`src/rtl/rx_core_cfg_pkg.sv`:
```
// Shared types, register map and helpers for the receive-core control plane.
package rx_core_cfg_pkg;

  // Commit / apply / ramp sequencing states
  typedef enum logic [1:0] {
    ST_IDLE       = 2'd0,
    ST_WAIT_FRAME = 2'd1,
    ST_APPLY      = 2'd2,
    ST_RAMP       = 2'd3
  } state_e;

  // Register map: three global registers, then (phase_inc, gain) pairs per DUC
  localparam int ADDR_DDC         = 0;
  localparam int ADDR_DEMIX_GAIN  = 1;
  localparam int ADDR_DEMIX_PHASE = 2;
  localparam int ADDR_DUC_BASE    = 3;

  // Address width needed to cover every mapped register
  function automatic int addr_w(input int n_duc);
    return $clog2(3 + 2 * n_duc);
  endfunction

  // True for register indices that hold a DUC gain (stored GAIN_W wide)
  function automatic bit is_gain_addr(input int idx);
    return (idx > ADDR_DUC_BASE) && (((idx - ADDR_DUC_BASE) % 2) == 1);
  endfunction

endpackage

```
`src/rtl/rx_core_cfg_gain_ramp.sv`:
```
// One DUC gain channel: moves the gain one LSB toward its target per step pulse.
module rx_core_cfg_gain_ramp
  import rx_core_cfg_pkg::*;
#(
  parameter int GAIN_W = 8
) (
  input  logic              clock,
  input  logic              reset,
  input  logic [GAIN_W-1:0] i_target,
  input  logic              i_step,
  output logic [GAIN_W-1:0] o_gain,
  output logic              o_done
);

  logic [GAIN_W-1:0] r_gain;

  // Unsigned single-LSB step; equality stops it, so it can never overshoot or wrap
  always_ff @(posedge clock or posedge reset) begin
    if (reset) begin
      r_gain <= '0;
    end else if (i_step) begin
      if (r_gain < i_target) begin
        r_gain <= r_gain + GAIN_W'(1);
      end else if (r_gain > i_target) begin
        r_gain <= r_gain - GAIN_W'(1);
      end else begin
        r_gain <= r_gain;
      end
    end
  end

  assign o_gain = r_gain;
  assign o_done = (r_gain == i_target);

endmodule

```
`src/rtl/rx_core_cfg.sv`:
```
// Receive-core control plane: shadow registers behind a write port, applied to
// the datapath atomically on a frame boundary, with DUC gains ramped per LSB.
module rx_core_cfg
  import rx_core_cfg_pkg::*;
#(
  parameter  int N_DUC     = 3,
  parameter  int PHASE_W   = 16,
  parameter  int GAIN_W    = 8,
  parameter  int FRAME_LEN = 4,
  parameter  int RAMP_DIV  = 16,
  localparam int ADDR_W    = addr_w(N_DUC)
) (
  input  logic                     clock,
  input  logic                     reset,
  input  logic                     wr_en,
  input  logic [ADDR_W-1:0]        wr_addr,
  input  logic [PHASE_W-1:0]       wr_data,
  input  logic [ADDR_W-1:0]        rd_addr,
  output logic [PHASE_W-1:0]       rd_data,
  input  logic                     commit,
  output logic                     busy,
  output logic                     frame_start,
  output logic [PHASE_W-1:0]       ddc_phase_inc,
  output logic [PHASE_W-1:0]       demix_phase_inc,
  output logic [PHASE_W-1:0]       demix_gain,
  output logic [N_DUC*PHASE_W-1:0] duc_phase_inc,
  output logic [N_DUC*GAIN_W-1:0]  duc_gain
);

  localparam int N_REG = 3 + 2 * N_DUC;
  localparam int CNT_W = (FRAME_LEN > 1) ? $clog2(FRAME_LEN) : 1;
  localparam int DIV_W = (RAMP_DIV > 1) ? $clog2(RAMP_DIV) : 1;
  localparam logic [CNT_W-1:0] FRAME_LAST = CNT_W'(FRAME_LEN - 1);
  localparam logic [DIV_W-1:0] DIV_LAST   = DIV_W'(RAMP_DIV - 1);

  logic [PHASE_W-1:0]       r_shadow [N_REG];
  logic [PHASE_W-1:0]       r_rd_data;
  logic [PHASE_W-1:0]       w_rd_next;
  logic [CNT_W-1:0]         r_frame_cnt;
  logic                     r_frame_start;
  logic [DIV_W-1:0]         r_div;
  state_e                   r_state;
  state_e                   w_state_next;
  logic                     r_pending;
  logic                     r_busy;
  logic [PHASE_W-1:0]       r_ddc;
  logic [PHASE_W-1:0]       r_demix_phase;
  logic [PHASE_W-1:0]       r_demix_gain;
  logic [N_DUC*PHASE_W-1:0] r_duc_phase;
  logic [N_DUC*GAIN_W-1:0]  r_gain_tgt;
  logic [N_DUC*GAIN_W-1:0]  w_gain;
  logic [N_DUC-1:0]         w_ch_done;
  logic                     w_all_done;
  logic                     w_frame_last;
  logic                     w_take_commit;
  logic                     w_load;
  logic                     w_div_run;
  logic                     w_div_wrap;
  logic                     w_step;

  // Shadow register file: writes are accepted in every state; gains keep only the low bits
  always_ff @(posedge clock or posedge reset) begin
    if (reset) begin
      for (int i = 0; i < N_REG; i++) begin
        r_shadow[i] <= '0;
      end
    end else if (wr_en) begin
      for (int i = 0; i < N_REG; i++) begin
        if (wr_addr == ADDR_W'(i)) begin
          if (is_gain_addr(i)) begin
            r_shadow[i] <= PHASE_W'(wr_data[GAIN_W-1:0]);
          end else begin
            r_shadow[i] <= wr_data;
          end
        end
      end
    end
  end

  // Readback mux; unmapped addresses fall through to zero
  always_comb begin
    w_rd_next = '0;
    for (int i = 0; i < N_REG; i++) begin
      w_rd_next = (rd_addr == ADDR_W'(i)) ? r_shadow[i] : w_rd_next;
    end
  end

  // Readback register, one cycle behind rd_addr
  always_ff @(posedge clock or posedge reset) begin
    if (reset) begin
      r_rd_data <= '0;
    end else begin
      r_rd_data <= w_rd_next;
    end
  end

  assign w_frame_last = (r_frame_cnt == FRAME_LAST);

  // Free-running frame counter; frame_start is registered alongside the count
  always_ff @(posedge clock or posedge reset) begin
    if (reset) begin
      r_frame_cnt   <= '0;
      r_frame_start <= 1'b1;
    end else if (w_frame_last) begin
      r_frame_cnt   <= '0;
      r_frame_start <= 1'b1;
    end else begin
      r_frame_cnt   <= r_frame_cnt + CNT_W'(1);
      r_frame_start <= 1'b0;
    end
  end

  // FSM state register
  always_ff @(posedge clock or posedge reset) begin
    if (reset) begin
      r_state <= ST_IDLE;
    end else begin
      r_state <= w_state_next;
    end
  end

  // FSM next-state logic; RAMP exits as soon as every channel sits on its target
  always_comb begin
    w_state_next = r_state;
    case (r_state)
      ST_IDLE: begin
        if (commit || r_pending) begin
          w_state_next = ST_WAIT_FRAME;
        end else begin
          w_state_next = ST_IDLE;
        end
      end
      ST_WAIT_FRAME: begin
        if (w_frame_last) begin
          w_state_next = ST_APPLY;
        end else begin
          w_state_next = ST_WAIT_FRAME;
        end
      end
      ST_APPLY: begin
        w_state_next = ST_RAMP;
      end
      ST_RAMP: begin
        if (w_all_done) begin
          w_state_next = ST_IDLE;
        end else begin
          w_state_next = ST_RAMP;
        end
      end
      default: begin
        w_state_next = ST_IDLE;
      end
    endcase
  end

  // FSM decoded controls: the active load happens on the edge entering APPLY so the
  // new values are visible in the frame_cnt == 0 cycle; the divider runs from APPLY
  always_comb begin
    w_take_commit = (r_state == ST_IDLE) && (commit || r_pending);
    w_load        = (r_state == ST_WAIT_FRAME) && w_frame_last;
    w_div_run     = (r_state == ST_APPLY) || (r_state == ST_RAMP);
    w_div_wrap    = (r_div == DIV_LAST);
    w_step        = w_div_run && w_div_wrap;
  end

  // Pending flag: commits seen while busy collapse into a single deferred request
  always_ff @(posedge clock or posedge reset) begin
    if (reset) begin
      r_pending <= 1'b0;
    end else if (w_take_commit) begin
      r_pending <= 1'b0;
    end else if (commit) begin
      r_pending <= 1'b1;
    end else begin
      r_pending <= r_pending;
    end
  end

  // Ramp divider, held at zero outside APPLY/RAMP so every ramp starts aligned
  always_ff @(posedge clock or posedge reset) begin
    if (reset) begin
      r_div <= '0;
    end else if (!w_div_run || w_div_wrap) begin
      r_div <= '0;
    end else begin
      r_div <= r_div + DIV_W'(1);
    end
  end

  // Busy tracks the next state so it rises the cycle after an accepted commit
  always_ff @(posedge clock or posedge reset) begin
    if (reset) begin
      r_busy <= 1'b0;
    end else begin
      r_busy <= (w_state_next != ST_IDLE);
    end
  end

  // Active outputs and gain targets; a same-edge shadow write is not seen here
  always_ff @(posedge clock or posedge reset) begin
    if (reset) begin
      r_ddc         <= '0;
      r_demix_gain  <= '0;
      r_demix_phase <= '0;
      r_duc_phase   <= '0;
      r_gain_tgt    <= '0;
    end else if (w_load) begin
      r_ddc         <= r_shadow[ADDR_DDC];
      r_demix_gain  <= r_shadow[ADDR_DEMIX_GAIN];
      r_demix_phase <= r_shadow[ADDR_DEMIX_PHASE];
      for (int k = 0; k < N_DUC; k++) begin
        r_duc_phase[k*PHASE_W +: PHASE_W] <= r_shadow[ADDR_DUC_BASE + 2*k];
        r_gain_tgt[k*GAIN_W +: GAIN_W]    <= r_shadow[ADDR_DUC_BASE + 2*k + 1][GAIN_W-1:0];
      end
    end
  end

  for (genvar k = 0; k < N_DUC; k++) begin : g_duc
    rx_core_cfg_gain_ramp #(
      .GAIN_W (GAIN_W)
    ) u_gain_ramp (
      .clock    (clock),
      .reset    (reset),
      .i_target (r_gain_tgt[k*GAIN_W +: GAIN_W]),
      .i_step   (w_step),
      .o_gain   (w_gain[k*GAIN_W +: GAIN_W]),
      .o_done   (w_ch_done[k])
    );
  end

  assign w_all_done      = &w_ch_done;
  assign rd_data         = r_rd_data;
  assign busy            = r_busy;
  assign frame_start     = r_frame_start;
  assign ddc_phase_inc   = r_ddc;
  assign demix_phase_inc = r_demix_phase;
  assign demix_gain      = r_demix_gain;
  assign duc_phase_inc   = r_duc_phase;
  assign duc_gain        = w_gain;

endmodule

```
`config.mk`:
```
export PLATFORM = sky130hd
export DESIGN_NAME = rx_core_cfg
export DESIGN_NICKNAME = d
export VERILOG_FILES = /design/src/rtl/rx_core_cfg_pkg.sv /design/src/rtl/rx_core_cfg_gain_ramp.sv /design/src/rtl/rx_core_cfg.sv
export SDC_FILE = /design/constraint.sdc
export NUM_CORES = 1
export LEC_CHECK = 0
export ABC_AREA = 1
export CORE_MARGIN = 3
export CORE_UTILIZATION = 54
export DETAILED_ROUTE_END_ITERATION = 10
export PLACE_DENSITY = 0.88
export SYNTH_ARGS = -nofsm -noshare
export SYNTH_HDL_FRONTEND = slang
export SYNTH_HIERARCHICAL = 1
export SYNTH_SLANG_ARGS = --single-unit
```
`constraint.sdc`:
```
create_clock -name clock -period 17 [get_ports clock]
set_clock_uncertainty 0.15 [all_clocks]
set_input_delay 2.55 -clock clock [delete_from_list [all_inputs] [get_ports clock]]
set_output_delay 2.55 -clock clock [all_outputs]
set_load 0.03 [all_outputs]
```
==> results summary, run 1 <==
The flow ran to the end, and the final reports show no timing, DRC or antenna violations. The met1 track demand over resource in global routing came out at between 30 and 40%. The cell count after synthesis came out at ~1300.

The global placer's final weighted congestion is roughly 0.9. The source of the critical timing path is wr_addr[0]. The data required time of the critical path came out at 17.26 ns. The number of buffers inserted by port buffering came out at between 150 and 200. At the worst endpoint, the arrival time is approximately 4.7 ns.

The layer flagged by global routing as most heavily used is met2. The total via count in the routed design is ~10000. The total track usage came out at between 20% and 30%. The final number of max-transition violations came to 0. The first detailed-routing pass took 6 iterations. The die span in y came out at 161.5 um. The initial antenna violation count is 1. The die covers 26070 sq um.

The maximum fanout along the worst path came out at 32. The clock latency of the later-clocked register in the worst-skew pair came out at roughly 0.55 ns. The number of buffers created by CTS is 27. The total power density per cell area is between 150 and 200 nW/um^2. Leaving out fill and tap cells, the most frequent cells in the layout are sky130_fd_sc_hd__nand2_1, sky130_fd_sc_hd__dfrtp_1, sky130_fd_sc_hd__o21ai_0, sky130_fd_sc_hd__clkdlybuf4s50_1, sky130_fd_sc_hd__inv_1. The final-layout setup total negative slack came out at 0 ns. The first global-routing pass estimated between 50000 and 60000 um of wire.

The clock transition time at the flip-flop clock pins of the worst setup and hold paths came out at around 0.06 ns. The launch instance of the worst register-to-register path is r_frame_cnt[0]$_DFF_PP0_. The count of unique library cells instantiated by Yosys came out at 39. Entering global routing, the biggest net connects approximately 100 pins. The remaining max-slew budget at the tightest pin is 20.21%.

The transition time of the tightest slew-check pin is 1.193 ns. The slack of the worst reg-to-reg path is ~14 ns. The endpoint class of the critical path is a flop. The CTS tree is built.

STA classifies the critical path startpoint as a primary input. The layout net count is roughly 1600. The depth of the worst register-to-register path came out at 4. The number of core rows is 56. The count of state elements after synthesis came out at about 290. The analysis attributes to cell leakage a power of roughly 7.6 nW. The CTS root buffer is sky130_fd_sc_hd__clkbuf_16. The width of the chip is approximately 160 um. CTS built an H-tree with a depth of 1. Leaving out fill and tap cells, the most frequent cell in the layout is sky130_fd_sc_hd__nand2_1. The routed wire length per instance is 18.93 um. The number of flops mapped to enable cells by yosys came out at 0. The total congestion overflow after global routing came out at 0. Max-cap violations in this run came to 0. Setup repair after global routing left no endpoint under its margin. The via count normalized by instance count came out at approximately 5.7. The share of the clock period used by the worst path is between 20% and 30%.

The post-synth net total came out at ~1400. The layout overhead on the synthesized area is 21.56%. The routed wire length is roughly 35000 um. The worst register-to-register path ends at duc_phase_inc[27]$_DFFE_PP0P_. The placed wire-length estimate came out at 23850 um. The Yosys step of the flow raised 6 warnings. The met3 track utilization from global routing came out at roughly 4.4%. The total setup violations reported at the end of the flow is 0. The total DRC errors in the routed layout is 0. The via count of the first global-routing pass is just over 10000. The number of buffers between clock root and the deepest sink came out at 3. The initial utilization of the core area, before any placement, comes to 55.26%. The clock period minus final worst setup slack came out at about 4.5 ns. The count of boundary I/O pins is between 150 and 200.

The total count of hold-check failures in the final report came out at 0. The area of the mapped netlist came out at 13050 sq um. The initial DRC count is 1334. The area of the placeable core came out at 23610 sq um. The main flop type after synthesis is sky130_fd_sc_hd__dfrtp_1. The met2 layer usage reported by global route came out at between 40 and 50%. The count of instances resized after the clock tree is built is 0.

The number of buffers added to fix hold violations after cts is 0. Hold timing on the final database bottoms out at a slack of around 0.28 ns. For this run, the top clock speed supported by timing is between 200 and 250 MHz. The post-route antenna net violation count is 0. In this run the mean area of a mapped cell was 9.702 sq um. At the end of the flow the core is filled with cells to approximately 67%.

The tree built by TritonCTS fans out to 291 sinks. The fraction of layout instances using a drive strength above 1 is about an eighth. Summing the sequential cell areas from Yosys gives 55.82% of the chip area. The min-delay analysis places its worst path in the category reg2reg. In this run the worst setup path terminates at r_shadow[123]$_DFFE_PP0P_.

The number of setup buffers added after CTS came out at 0. The share of async-settable or async-resettable flops after synthesis is between 90% and 100%. IR analysis of the VDD net gives a maximum drop of ~0.00010 V.

The critical path start-end classification is in2reg.
-- critical path: stages --
cell	delay, ns
sky130_fd_sc_hd__clkdlybuf4s50_1	0.52
sky130_fd_sc_hd__inv_1	0.05
sky130_fd_sc_hd__nor2_1	0.15
sky130_fd_sc_hd__nand3_1	0.85
sky130_fd_sc_hd__o21ai_0	0.59
-- kinds of logic after synthesis --
| family | synth area share [%] |
|---|---|
| adders and majority gates | 4.679 |
| xor gates and xnor gates | 1.208 |
| muxes | 6.213 |
| buffers and inverters | 5.945 |
| AOI/OAI and AO/OA | 10.94 |
| DFF | 55.82 |
| and+or+nand+nor | 15.20 |
-- through the flow --
step                      total power, mW  std cells  cell area (sq um)  setup WS, ns
after floorplan                     1.767       1345              13050         6.948
after global placement              2.141       1784              14890         12.05
after detailed placement            2.194       1784              14890         11.99
after CTS                           2.864       1834              15860         12.54
after global routing                3.014       1835              15860         12.30
final                               2.862       1836              15860         12.54
-- power by group --
group | total [mW] | switching, mW | internal [mW]
Combinational | 1.14 | 0.685 | 0.459
Sequential | 1.06 | 0.160 | 0.903
Clock | 0.655 | 0.275 | 0.380
-- sequential cells by signal, summed over array words and instances (netlist names) --
register                  count
r_gain_tgt                   24
g_duc.u_gain_ramp/o_gain     24
r_shadow                    120
ddc_phase_inc                16
duc_phase_inc                48
r_div                         4
r_pending                     1
frame_start                   1
demix_phase_inc              16
busy                          1
r_frame_cnt                   2
rd_data                      16
r_state                       2
demix_gain                   16
-- synth_stat cells, drive strengths merged (17+ instances only) --
library cell	number	area share, %
nor2	53	1.8
buf	22	1.2
ha	44	4.2
nand3	42	1.8
nand4	17	0.82
inv	138	4.0
mux2	72	6.2
a21oi	25	1.0
o21ai	209	8.3
dfrtp	290	56
nand2	347	10
clkbuf	26	0.75
-- layer usage --
| layer | vias to the layer above | wire length, um |
|---|---|---|
| li1 | 4710 | - |
| met1 | 5034 | 13930 |
| met2 | 611 | 16330 |
| met3 | 120 | 3000 |
| met4 | 0 | 1481 |
| met5 | - | 0 |
-- final cells by class --
class	instances	area, sq um
Antenna cell	2	5.005
Timing Repair Buffer	168	1674
Clock inverter	20	259.0
Clock buffer	30	706.9
Inverter	140	533.0
Sequential cell	291	7283
Tap cell	319	399.1
Multi-Input combinational cell	866	5002
Fill cell	1653	7750
-- worst min path at each step --
| stage | start | endpoint | slack (ns) | depth (start not counted) |
|---|---|---|---|---|
| final | r_frame_cnt[0]$_DFF_PP0_ | r_frame_cnt[0]$_DFF_PP0_ | 0.28 | 1 |
| after detailed placement | r_frame_cnt[0]$_DFF_PP0_ | r_frame_cnt[0]$_DFF_PP0_ | 0.27 | 1 |
| after global placement | r_frame_cnt[0]$_DFF_PP0_ | r_frame_cnt[0]$_DFF_PP0_ | 0.26 | 1 |
| after CTS | r_frame_cnt[0]$_DFF_PP0_ | r_frame_cnt[0]$_DFF_PP0_ | 0.28 | 1 |
| after global routing | r_frame_cnt[0]$_DFF_PP0_ | r_frame_cnt[0]$_DFF_PP0_ | 0.29 | 1 |
| after floorplan | r_frame_cnt[0]$_DFF_PP0_ | r_frame_cnt[0]$_DFF_PP0_ | 0.25 | 1 |
Power figures use the tool's default switching activity.
==> inputs of run 2 (changes only) <==
CORE_UTILIZATION = 50   (was 54)
PLACE_DENSITY = 0.86   (was 0.88)
clock period = 3.75 ns   (was 17 ns; I/O delays follow)
==> run 2 against run 1 <==
Effect of this change:
- register-to-register slack worse by 13 ns
- sequential share of layout area decreased by 0.30 points
- die area rose by 7.7%
- utilization shrank 4.3 points
- power rose to 4.5 times the previous value
==> results summary, run 2 (synthesized netlist as in run 1, its figures left out) <==
The total DRC errors in the routed layout is 0 (unchanged). The count of inserted antenna diode cells is 0 (was 2). The CTS tree was built (unchanged). The flip-flop count of the largest register after layout is 120 (unchanged). The sequential fraction of design power is 37.4% (was 37.1%).

The share of the clock period used by the worst path came out at approximately 80%. The number of placed instances, taps included is 1803 (was 1784). The static power due to leakage is 7.678 nW (was 7.619 nW).

The launch instance of the worst register-to-register path is r_frame_cnt[0]$_DFF_PP0_ (unchanged). The number of buffers inserted by port buffering is 165 (unchanged). The remaining max-slew budget at the tightest pin came out at 30.01% (was 20.21%).

The maximum clock rate came out at 334.5 MHz. The clock latency of the later-clocked register in the worst-skew pair was 0.55 ns (about the same). Status: completed (unchanged). The clock transition time at the flip-flop clock pins of the worst setup and hold paths came out at 0.06 ns (about the same).

The via count normalized by instance count came out at 5.572 (was 5.705). The maximum single-stage delay on the critical path is 0.76 ns (was 0.85 ns). The die span in y is 167.5 um (was 161.5 um). The sink count of the clock tree came out at 291 (unchanged). The worst hold path depth came out at 1 (unchanged). The detailed-router iteration count before antenna repair is 6 (unchanged).

Critical Path, Cell by Cell: ha_1 -> nand3_4 -> buf_4 -> buf_4 -> mux2_2 (was clkdlybuf4s50_1 -> inv_1 -> nor2_1 -> nand3_1 -> o21ai_0). The routed wire length came out at 34110 um (was 34750 um). The final number of max-transition violations was 0 (unchanged).

The worst min-delay path endpoint is r_frame_cnt[0]$_DFF_PP0_ (unchanged). The count of instances resized after the clock tree is built came out at 0 (unchanged). The number of levels the H-tree was split into is 1 (unchanged). The initial core utilization is 51.37% (was 55.26%). The final standard cell count with taps included and fillers excluded came out at 1853 (was 1836).

The area of the placeable core was 25400 sq um (was 23610 sq um). The number of buffers created by CTS was 28 (was 27). The layout overhead on the synthesized area came out at 22.35% (was 21.56%). The total count of hold-check failures in the final report is 0 (unchanged). The pin count of the biggest net entering global routing was 91 (was 104). The clock network power share came out at 22.6% (was 22.9%). The fraction of power spent switching nets is 38.51% (was 39.12%).

The total congestion overflow after global routing is 0 (unchanged). The post-layout utilization of the core is 62.86% (was 67.18%). The slack of the worst reg-to-reg path is 0.76 ns (was 14.07 ns). The initial DRC count came out at 1039 (was 1334).

The clock period minus final worst setup slack is 2.989 ns. The total power came to 12.85 mW (was 2.862 mW). The initial antenna violation count was 0 (was 1). The number of buffers between clock root and the deepest sink is 3 (unchanged). The die outline area is 28070 sq um (was 26070 sq um). The total track usage came out at 24.02% (was 26.41%). The data arrival time of the worst path came out at 3.27 ns (was 4.72 ns). The total power density per cell area came out at 804.8 nW/um^2 (was 180.4 nW/um^2). The endpoint class of the critical path is a flop (unchanged).

The most common cell after layout, fill and taps aside is sky130_fd_sc_hd__nand2_1 (unchanged). The number of core rows was 58 (was 56). The CTS root buffer is sky130_fd_sc_hd__clkbuf_16 (unchanged). The number of buffers added to fix hold violations after cts is 0 (unchanged).

The combinational cell fraction of total power came to 40.0% (about the same). The count of buffer and inverter cells on the critical path is 2 (unchanged). The total via count in the routed design came out at 10320 (was 10480). The largest delay contributor family on the critical path is buffers and inverters (was simple AND/OR/NAND/NOR gates). The startpoint of the lowest-slack hold path is r_frame_cnt[0]$_DFF_PP0_ (unchanged). The global placer's final weighted congestion came to 0.9331 (was 0.9020). The transition time of the tightest slew-check pin is 1.047 ns (was 1.193 ns). The placed wire-length estimate was 23860 um (was 23850 um).

Counting stages on the worst path, the most repeated cell is sky130_fd_sc_hd__buf_4. The layout net count was 1578 (was 1569). The total setup violations reported at the end of the flow was 0 (unchanged). The kind of start point of the critical path is a flop (was primary input). The max-cap violation count is 0 (unchanged).

The maximum fanout along the worst path came out at 90 (was 32). The end of the worst register-to-register path is duc_phase_inc[12]$_DFFE_PP0P_ (was duc_phase_inc[27]$_DFFE_PP0P_). The routed wire length per instance is 18.41 um (was 18.93 um).

The width of the chip came to 167.5 um (was 161.5 um). The worst hold slack after final layout came out at 0.3049 ns (was 0.2800 ns). The post-route antenna net violation count came out at 0 (unchanged). The slowest stage cell on the critical path is sky130_fd_sc_hd__buf_4 (was sky130_fd_sc_hd__nand3_1). RSZ-0062 raised after global routing: false (unchanged). The worst-case vdd ir drop is 0.0004505 V (was 0.0001032 V). Leading cell types in the layout, fill and taps excluded: sky130_fd_sc_hd__nand2_1, sky130_fd_sc_hd__dfrtp_1, sky130_fd_sc_hd__o21ai_0, sky130_fd_sc_hd__clkdlybuf4s50_1, sky130_fd_sc_hd__inv_1 (unchanged). The register with the most flip-flops is r_shadow (unchanged).

The global-route wire length before repair is 54550 um (was 55140 um). The critical path start-end classification was reg2reg (was in2reg). The data required time of the critical path came out at 4.03 ns (was 17.26 ns). The switching power summed over all nets is 4.948 mW (was 1.119 mW).

The via count of the first global-routing pass is 10310 (about the same). The internal power came out at 7.901 mW (was 1.742 mW). The worst hold path class is reg2reg (unchanged). The fraction of layout instances using a drive strength above 1 came out at 12.28% (was 12.01%). The depth of the worst register-to-register path is 5 (was 4). The number of setup buffers added after CTS came out at 0 (unchanged). The count of boundary I/O pins is 166 (unchanged).
## run 2: cell count changes in the layout (fill, tap and decap cells not counted), moves of 4 or more
cell / previous run / this run
sky130_fd_sc_hd__clkinvlp_4: 6 / 2
sky130_fd_sc_hd__clkbuf_8: 2 / 11
sky130_fd_sc_hd__buf_4: 3 / 8
sky130_fd_sc_hd__clkinv_2: 7 / 3
## run 2: metal layers
layer / vias up / routed length (um) / global-route usage (%) / part of all wire (%)
li1: 4716 / - / - / -
met1: 5055 / 13810 / 32.14 / 40
met2: 454 / 16030 / 38.64 / 47
met3: 99 / 2704 / 4.509 / 7.9
met4: 0 / 1560 / 10.42 / 4.6
met5: - / 0 / 0 / 0
## run 2: worst max path at each step
stage                                   from                       endpoint  slack [ns]  cells after the start
finish              r_frame_cnt[0]$_DFF_PP0_  duc_phase_inc[12]$_DFFE_PP0P_        0.76                      5
global route        r_frame_cnt[0]$_DFF_PP0_  duc_phase_inc[12]$_DFFE_PP0P_        0.51                      5
CTS                 r_frame_cnt[0]$_DFF_PP0_      demix_gain[2]$_DFFE_PP0P_        0.71                      5
detailed placement  r_frame_cnt[0]$_DFF_PP0_      demix_gain[0]$_DFFE_PP0P_        0.76                      5
global placement    r_frame_cnt[0]$_DFF_PP0_  duc_phase_inc[13]$_DFFE_PP0P_        0.85                      5
floorplan                              reset                 busy$_DFF_PP0_       -0.49                      1
## run 2: layout make-up
type	count	area (sq um)
Clock inverter	7	98.84
Fill cell	1955	9434
Inverter	140	529.3
Clock buffer	43	867.1
Tap cell	330	412.9
Multi-Input combinational cell	866	5002
Sequential cell	291	7283
Timing Repair Buffer	176	1772
## run 2: stage by stage
step	setup TNS (ns)	worst slack (ns)	cell area (sq um)
floorplan	-129.59	-0.4872	13050
global placement	0	0.8460	15000
detailed placement	0	0.7584	15000
CTS	0	0.7120	15970
global route	0	0.5068	15970
finish	0	0.7607	15970
## run 2: worst reg2reg max path: cells and delay by family, from the launching register on
family / cells / cell delay (ns)
adders and majority gates: 1 / 0.28
and+or+nand+nor: 1 / 0.11
DFF: 1 / 0.39
muxes: 1 / 0.46
buffers and inverters: 2 / 1.50
## run 2: power by group through the flow
stage | sequential [mW] | combinational [mW] | clock [mW]
after global placement | 4.80 | 4.91 | 0
final | 4.80 | 5.14 | 2.90
after global routing | 4.92 | 5.60 | 3.06
after detailed placement | 4.84 | 5.11 | 0
after floorplan | 5.71 | 2.31 | 0
after CTS | 4.80 | 5.17 | 2.93
